`config.mk`:
```
export PLATFORM = sky130hd
export DESIGN_NAME = emu_time_ctrl
export DESIGN_NICKNAME = d
export VERILOG_FILES = /design/src/rtl/emu_time_pkg.sv /design/src/rtl/dt_min_tree.sv /design/src/rtl/emu_time_ctrl.sv
export SDC_FILE = /design/constraint.sdc
export NUM_CORES = 1
export LEC_CHECK = 0
export ABC_AREA = 1
export BUFFER_PORTS_ARGS = -buffer_cell sky130_fd_sc_hd__buf_2
export CORE_ASPECT_RATIO = 0.8
export CORE_UTILIZATION = 45
export CTS_CLUSTER_DIAMETER = 50
export DETAILED_ROUTE_END_ITERATION = 6
export PLACE_DENSITY = 0.65
export SYNTH_ARGS = -nofsm -noshare
export SYNTH_HDL_FRONTEND = slang
export SYNTH_HIERARCHICAL = 1
export SYNTH_SLANG_ARGS = --single-unit
```
`constraint.sdc`:
```
create_clock -name clk -period 8.7 [get_ports clk]
set_input_delay 0.435 -clock clk [delete_from_list [all_inputs] [get_ports clk]]
set_output_delay 0.435 -clock clk [all_outputs]
set_load 0.01 [all_outputs]
```
`src/rtl/emu_time_pkg.sv`:
```
// emu_time_pkg: shared state/command encodings and default widths for the emulation time controller.
package emu_time_pkg;
    localparam int N_REQ_DEF      = 4;
    localparam int DT_WIDTH_DEF   = 24;
    localparam int TIME_WIDTH_DEF = 40;

    typedef enum logic [1:0] {
        S_IDLE = 2'd0,
        S_RUN  = 2'd1,
        S_STEP = 2'd2,
        S_HALT = 2'd3
    } state_t;

    typedef enum logic [1:0] {
        OP_STOP     = 2'd0,
        OP_RUN      = 2'd1,
        OP_STEP     = 2'd2,
        OP_SET_STOP = 2'd3
    } op_t;
endpackage

```
`src/rtl/dt_min_tree.sv`:
```
// dt_min_tree: unsigned minimum over all timestep request lanes; a zero lane places no constraint.
module dt_min_tree
    import emu_time_pkg::*;
#(
    parameter int N_REQ    = N_REQ_DEF,
    parameter int DT_WIDTH = DT_WIDTH_DEF
) (
    input  logic [N_REQ*DT_WIDTH-1:0] dt_req,
    output logic [DT_WIDTH-1:0]       dt_min
);
    always_comb begin
        dt_min = '1;
        for (int i = 0; i < N_REQ; i++)
            if (dt_req[i*DT_WIDTH +: DT_WIDTH] != '0 && dt_req[i*DT_WIDTH +: DT_WIDTH] < dt_min)
                dt_min = dt_req[i*DT_WIDTH +: DT_WIDTH];
    end
endmodule

```
`src/rtl/emu_time_ctrl.sv`:
```
// emu_time_ctrl: run/step/halt control of an emulated model, issuing clock enables and timesteps
// bounded by the requesters' limits and an optional stop time.
module emu_time_ctrl
    import emu_time_pkg::*;
#(
    parameter int N_REQ      = N_REQ_DEF,
    parameter int DT_WIDTH   = DT_WIDTH_DEF,
    parameter int TIME_WIDTH = TIME_WIDTH_DEF
) (
    input  logic                      clk,
    input  logic                      rst,
    input  logic                      cmd_valid,
    output logic                      cmd_ready,
    input  logic [1:0]                cmd_op,
    input  logic [TIME_WIDTH-1:0]     cmd_arg,
    input  logic [N_REQ*DT_WIDTH-1:0] dt_req,
    output logic                      emu_ce,
    output logic [DT_WIDTH-1:0]       emu_dt,
    output logic [TIME_WIDTH-1:0]     emu_time,
    output logic                      stop_hit,
    output logic [1:0]                state_o
);
    state_t                state, state_nxt;
    logic [DT_WIDTH-1:0]   dt_min, dt_min_reg, dt_app;
    logic [TIME_WIDTH-1:0] stop_time, remain;
    logic [TIME_WIDTH:0]   sum;
    logic                  stop_en, acc, fire, at_stop;

    dt_min_tree #(.N_REQ(N_REQ), .DT_WIDTH(DT_WIDTH)) u_min (
        .dt_req (dt_req),
        .dt_min (dt_min)
    );

    assign cmd_ready = state != S_STEP;
    assign acc       = cmd_valid && cmd_ready;
    assign remain    = stop_time > emu_time ? stop_time - emu_time : '0;
    assign dt_app    = stop_en && remain < TIME_WIDTH'(dt_min_reg) ? remain[DT_WIDTH-1:0] : dt_min_reg;
    assign sum       = {1'b0, emu_time} + (TIME_WIDTH+1)'(dt_app);
    // Covers both landing exactly on the stop time and already being at/past it (dt_app = 0).
    assign at_stop   = stop_en && sum >= {1'b0, stop_time};
    assign fire      = (state == S_RUN || state == S_STEP) && dt_app != '0;
    assign stop_hit  = state == S_HALT;
    assign state_o   = state;

    always_comb begin
        state_nxt = state;
        if (state == S_STEP)
            state_nxt = S_IDLE;
        else if (state == S_RUN && at_stop)
            state_nxt = S_HALT;
        if (acc) begin
            if (cmd_op == OP_STOP)
                state_nxt = S_IDLE;
            else if (cmd_op == OP_RUN && (state == S_IDLE || (state == S_HALT && stop_time > emu_time)))
                state_nxt = S_RUN;
            else if (cmd_op == OP_STEP && state == S_IDLE)
                state_nxt = S_STEP;
        end
    end

    always_ff @(posedge clk or posedge rst) begin
        if (rst) begin
            state      <= S_IDLE;
            emu_ce     <= 1'b0;
            emu_dt     <= '0;
            emu_time   <= '0;
            stop_time  <= '0;
            stop_en    <= 1'b0;
            dt_min_reg <= '1;
        end else begin
            state      <= state_nxt;
            dt_min_reg <= dt_min;
            emu_ce     <= fire;
            emu_dt     <= fire ? dt_app : '0;
            if (fire)
                emu_time <= sum[TIME_WIDTH] ? '1 : sum[TIME_WIDTH-1:0];
            if (acc && cmd_op == OP_SET_STOP) begin
                stop_time <= cmd_arg;
                stop_en   <= 1'b1;
            end
        end
    end
endmodule

```
==> results.toml <==
[sta]
fin_ws_ns = 0.4592
maxSlewHeadroom_pct = 39.38
maxSlewViolCount = 0
finalSetupViolations = 0
worst_pin_slew_ns = 0.9010
timing.final.crit_period_ns = 8.241
clock.fmax_mhz = 121.3
skew_ns = 0.01288
min_period_over_period_pct = 94.72
finalHoldViolations = 0

[synth]
syn_nets = 2674
postSynthCellCount = 2334
ys_seq_area_share_pct = 22.65
ys_seq_elements = 132
synthFlopType = "sky130_fd_sc_hd__dfrtp_1"
synth.avg_cell_area_um2 = 6.305
synth.distinct_cells = 49
ys_async_sr_fraction_pct = 100.0
yosysWarningCount = 6
synth.cell_area_um2 = 14720
synth_edf_count = 0

[setup_path]
timing.critical_path.required_ns = 9.08
cp_num_buf_inv = 8
crit_path_top_delay_cell = "sky130_fd_sc_hd__dfrtp_1"
critPathKind = "reg -> reg"
worst_path_dominant_cell_family = "simple AND/OR/NAND/NOR gates"
crit_end_category = "register"
crit_path_max_incr_delay_ns = 0.38
crit_path_top_cell_by_count = "sky130_fd_sc_hd__nand2_1"
timing.critical_path.arrival_ns = 8.62
worstSetupStartpointType = "register"
crit_fanout = 9

[power_and_ir_drop]
power.switching_mw = 3.177
power_report.internal_total_mw = 3.008
vdd.ir_drop.worst_mv = 0.1640
clock_power_share_pct = 11.6
total_leakage_power_nw = 10.39
power.switching_fraction_pct = 51.36
power.sequential.fraction_pct = 14.4
power-per-cell-area_nw_per_um2 = 342.7
power.combinational.fraction_pct = 74.0

[cts]
cts_max_path_buffers = 2
clock_sinks = 132
clock_tree_from_tritoncts = "built"
cts.htree.levels = 4
clkLatencyLatePin_ns = 0.46
clockRootBuffer = "sky130_fd_sc_hd__clkbuf_16"
clk_pin_slew_worst_paths_ns = 0.07
post_cts_hold_buffer_count = 0
cts_buffers = 17

[global_route]
track_usage_pct = 32.57
maximum_number_of_pins_on_one_net_before_global_route_repair = 69
number_of_antenna_violations_at_the_first_check_in_global_routing = 0
grt_first_pass_wirelength_mm = 83.61
globalRoute.totalOverflow = 0
first_global_vias = 15110

[place]
post-place-ws_ns = -0.3261
gp_weighted_congestion = 0.9934
hpwlAfterDp_mm = 44.58
place_inst = 3078
io_buffers = 209

[layout]
post_route_cells_drive_above_1_share_pct = 18.69
reg_top3 = "emu_time x40, stop_time x40"
area_growth_pct = 22.66
n_antenna_cell = 0
design.final.nets = 3024
layout.cells.non_filler = 3117

[die]
die_height_um = 163.8
dieArea_um2 = 33440
floorplan.io_pins = 210
std_cell_rows = 58
die_width_um = 204.2
starting_utilization_of_the_core_area_pct = 46.30
floorplan.core_area_um2 = 31790

[detailed_routing]
dr.max_layer_used = "met4"
antenna_violating_nets_post_route = 0
total_via_count_after_detailed_routing = 16350
detailroute.wirelength.met2_mm = 21.53
detail_route.first_pass.iterations = 5
length_of_routed_met3_wiring_mm = 4.330
drc = 0
drt-initial-drc-count = 1396
m1WireLength_mm = 27.42
routedWlPerCell_um = 17.30
detail_route.wirelength_mm = 53.92
route.detailed.vias_per_inst = 5.247

[outcome]
status = "complete, no violations"

[flow_run]
number_of_max_cap_violations = 0

[min_path]
min-delay-path-class = "in -> async"
-- layout make-up --
type                       count  area [um^2]
clock buffer                  17        425.4
clock inverter                15        130.1
fill                        3198        13730
inverter                     362         1364
multi-input combinational   1788         9917
sequential                   132         3333
tap                          420        525.5
timing repair buffer         383         2356
-- Yosys cell counts, types with 3 or more instances --
library cell,instances,area (um^2)
sky130_fd_sc_hd__a21boi_0,4,30.03
sky130_fd_sc_hd__dfstp_2,24,630.6
sky130_fd_sc_hd__nor2_2,4,25.02
sky130_fd_sc_hd__nand2_4,3,33.78
sky130_fd_sc_hd__o21bai_1,8,60.06
sky130_fd_sc_hd__dfrtp_1,108,2703
sky130_fd_sc_hd__buf_2,3,15.01
sky130_fd_sc_hd__clkbuf_1,34,127.6
sky130_fd_sc_hd__buf_6,9,101.4
sky130_fd_sc_hd__xor2_1,26,227.7
sky130_fd_sc_hd__o21a_1,7,52.55
sky130_fd_sc_hd__nand3b_1,14,105.1
sky130_fd_sc_hd__nand3_1,157,785.8
sky130_fd_sc_hd__o211ai_1,5,37.54
sky130_fd_sc_hd__o21ai_1,6,30.03
sky130_fd_sc_hd__xnor2_1,22,192.7
sky130_fd_sc_hd__nor4_1,27,168.9
sky130_fd_sc_hd__a31oi_1,3,18.77
sky130_fd_sc_hd__buf_1,3,11.26
sky130_fd_sc_hd__inv_1,357,1340
sky130_fd_sc_hd__inv_2,4,15.01
sky130_fd_sc_hd__nor2_1,264,991.0
sky130_fd_sc_hd__nand2_2,13,81.33
sky130_fd_sc_hd__a21oi_1,161,805.8
sky130_fd_sc_hd__buf_4,4,30.03
sky130_fd_sc_hd__nand2_1,700,2628
sky130_fd_sc_hd__nand4_1,28,175.2
sky130_fd_sc_hd__o21ai_0,87,435.4
sky130_fd_sc_hd__a211oi_1,12,90.09
sky130_fd_sc_hd__ha_1,197,2465
sky130_fd_sc_hd__nor3_1,16,80.08
sky130_fd_sc_hd__and2_1,3,18.77
-- power by group through the flow --
| stage | logic (mW) | registers [mW] | clock network, mW |
|---|---|---|---|
| after floorplan | 2.64 | 0.947 | 0 |
| after global placement | 4.30 | 0.895 | 0 |
| after detailed placement | 4.34 | 0.902 | 0 |
| after CTS | 4.38 | 0.892 | 0.723 |
| after global routing | 5.10 | 0.910 | 0.754 |
| final | 4.58 | 0.891 | 0.715 |
-- metrics by stage --
| stage | cell area, um^2 | setup TNS [ns] | hold slack, ns | util, % | power, mW |
|---|---|---|---|---|---|
| after floorplan | 14720 | 0 | 0.4791 | - | 3.586 |
| after global placement | 17280 | 0 | 0.5003 | 54.37 | 5.197 |
| after detailed placement | 17280 | -0.6168 | 0.5301 | 54.37 | 5.245 |
| after CTS | 17850 | 0 | 0.09242 | 56.14 | 5.995 |
| after global routing | 18050 | -0.05283 | 0.1232 | 56.79 | 6.769 |
| final | 18050 | 0 | 0.07902 | 56.79 | 6.185 |
-- kinds of logic after synthesis --
kind of cell | synth area share, %
adder cells (fa/ha/maj) | 17.02
AO/OA/AOI/OAI | 11.18
XOR/XNOR | 2.857
AND/OR/NAND/NOR | 35.12
buffers and inverters | 11.17
flip-flops | 22.65
-- repair_timing --
item,in CTS,in global routing
cloned,0,1
buffers inserted,0,6
resized for setup,5,44
setup endpoints to repair,2,2
pin swaps,0,10
-- routing by layer --
layer	global-route usage [%]	vias to the layer above
met5	0	-
met4	6.479	0
met3	6.488	34
met2	45.75	617
met1	50.48	7503
li1	-	8200
-- cell usage in the layout, fill, tap and decap left out, drive strengths merged, types with 3 or more instances in the layout --
cell,instances
a211oi,12
a21boi,4
a21oi,162
a31oi,3
and2,3
buf,383
clkbuf,17
clkinv,3
dfrtp,108
dfstp,24
ha,197
inv,373
nand2,717
nand3,160
nand3b,14
nand4,28
nor2,268
nor3,16
nor4,27
o211ai,5
o21a,7
o21ai,93
o21bai,8
xnor2,22
xor2,26
-- worst reg2reg max path: cells and delay by family (launching register included) --
kind	cells	cell delay, ns
simple gates	28	2.95
compound gates	14	1.97
fa+ha+maj	6	1.68
buf+inv	8	0.99
flops	1	0.38
xor+xnor	1	0.22
-- path summary, 6_finish.rpt --
kind	start	to	slack, ns	cells past startpoint
hold reg to reg	emu_time[39]	emu_time[39]	0.55	2
hold / removal	rst	emu_ce	0.08	2
min in group clk	cmd_arg[27]	stop_time[27]	0.22	3
max in group asynchronous	rst	emu_time[29]	7.28	3
setup reg to reg	stop_time[0]	state_o[1]	0.46	57
setup / recovery	stop_time[0]	state_o[1]	0.46	57
Power figures use the tool's default switching activity.
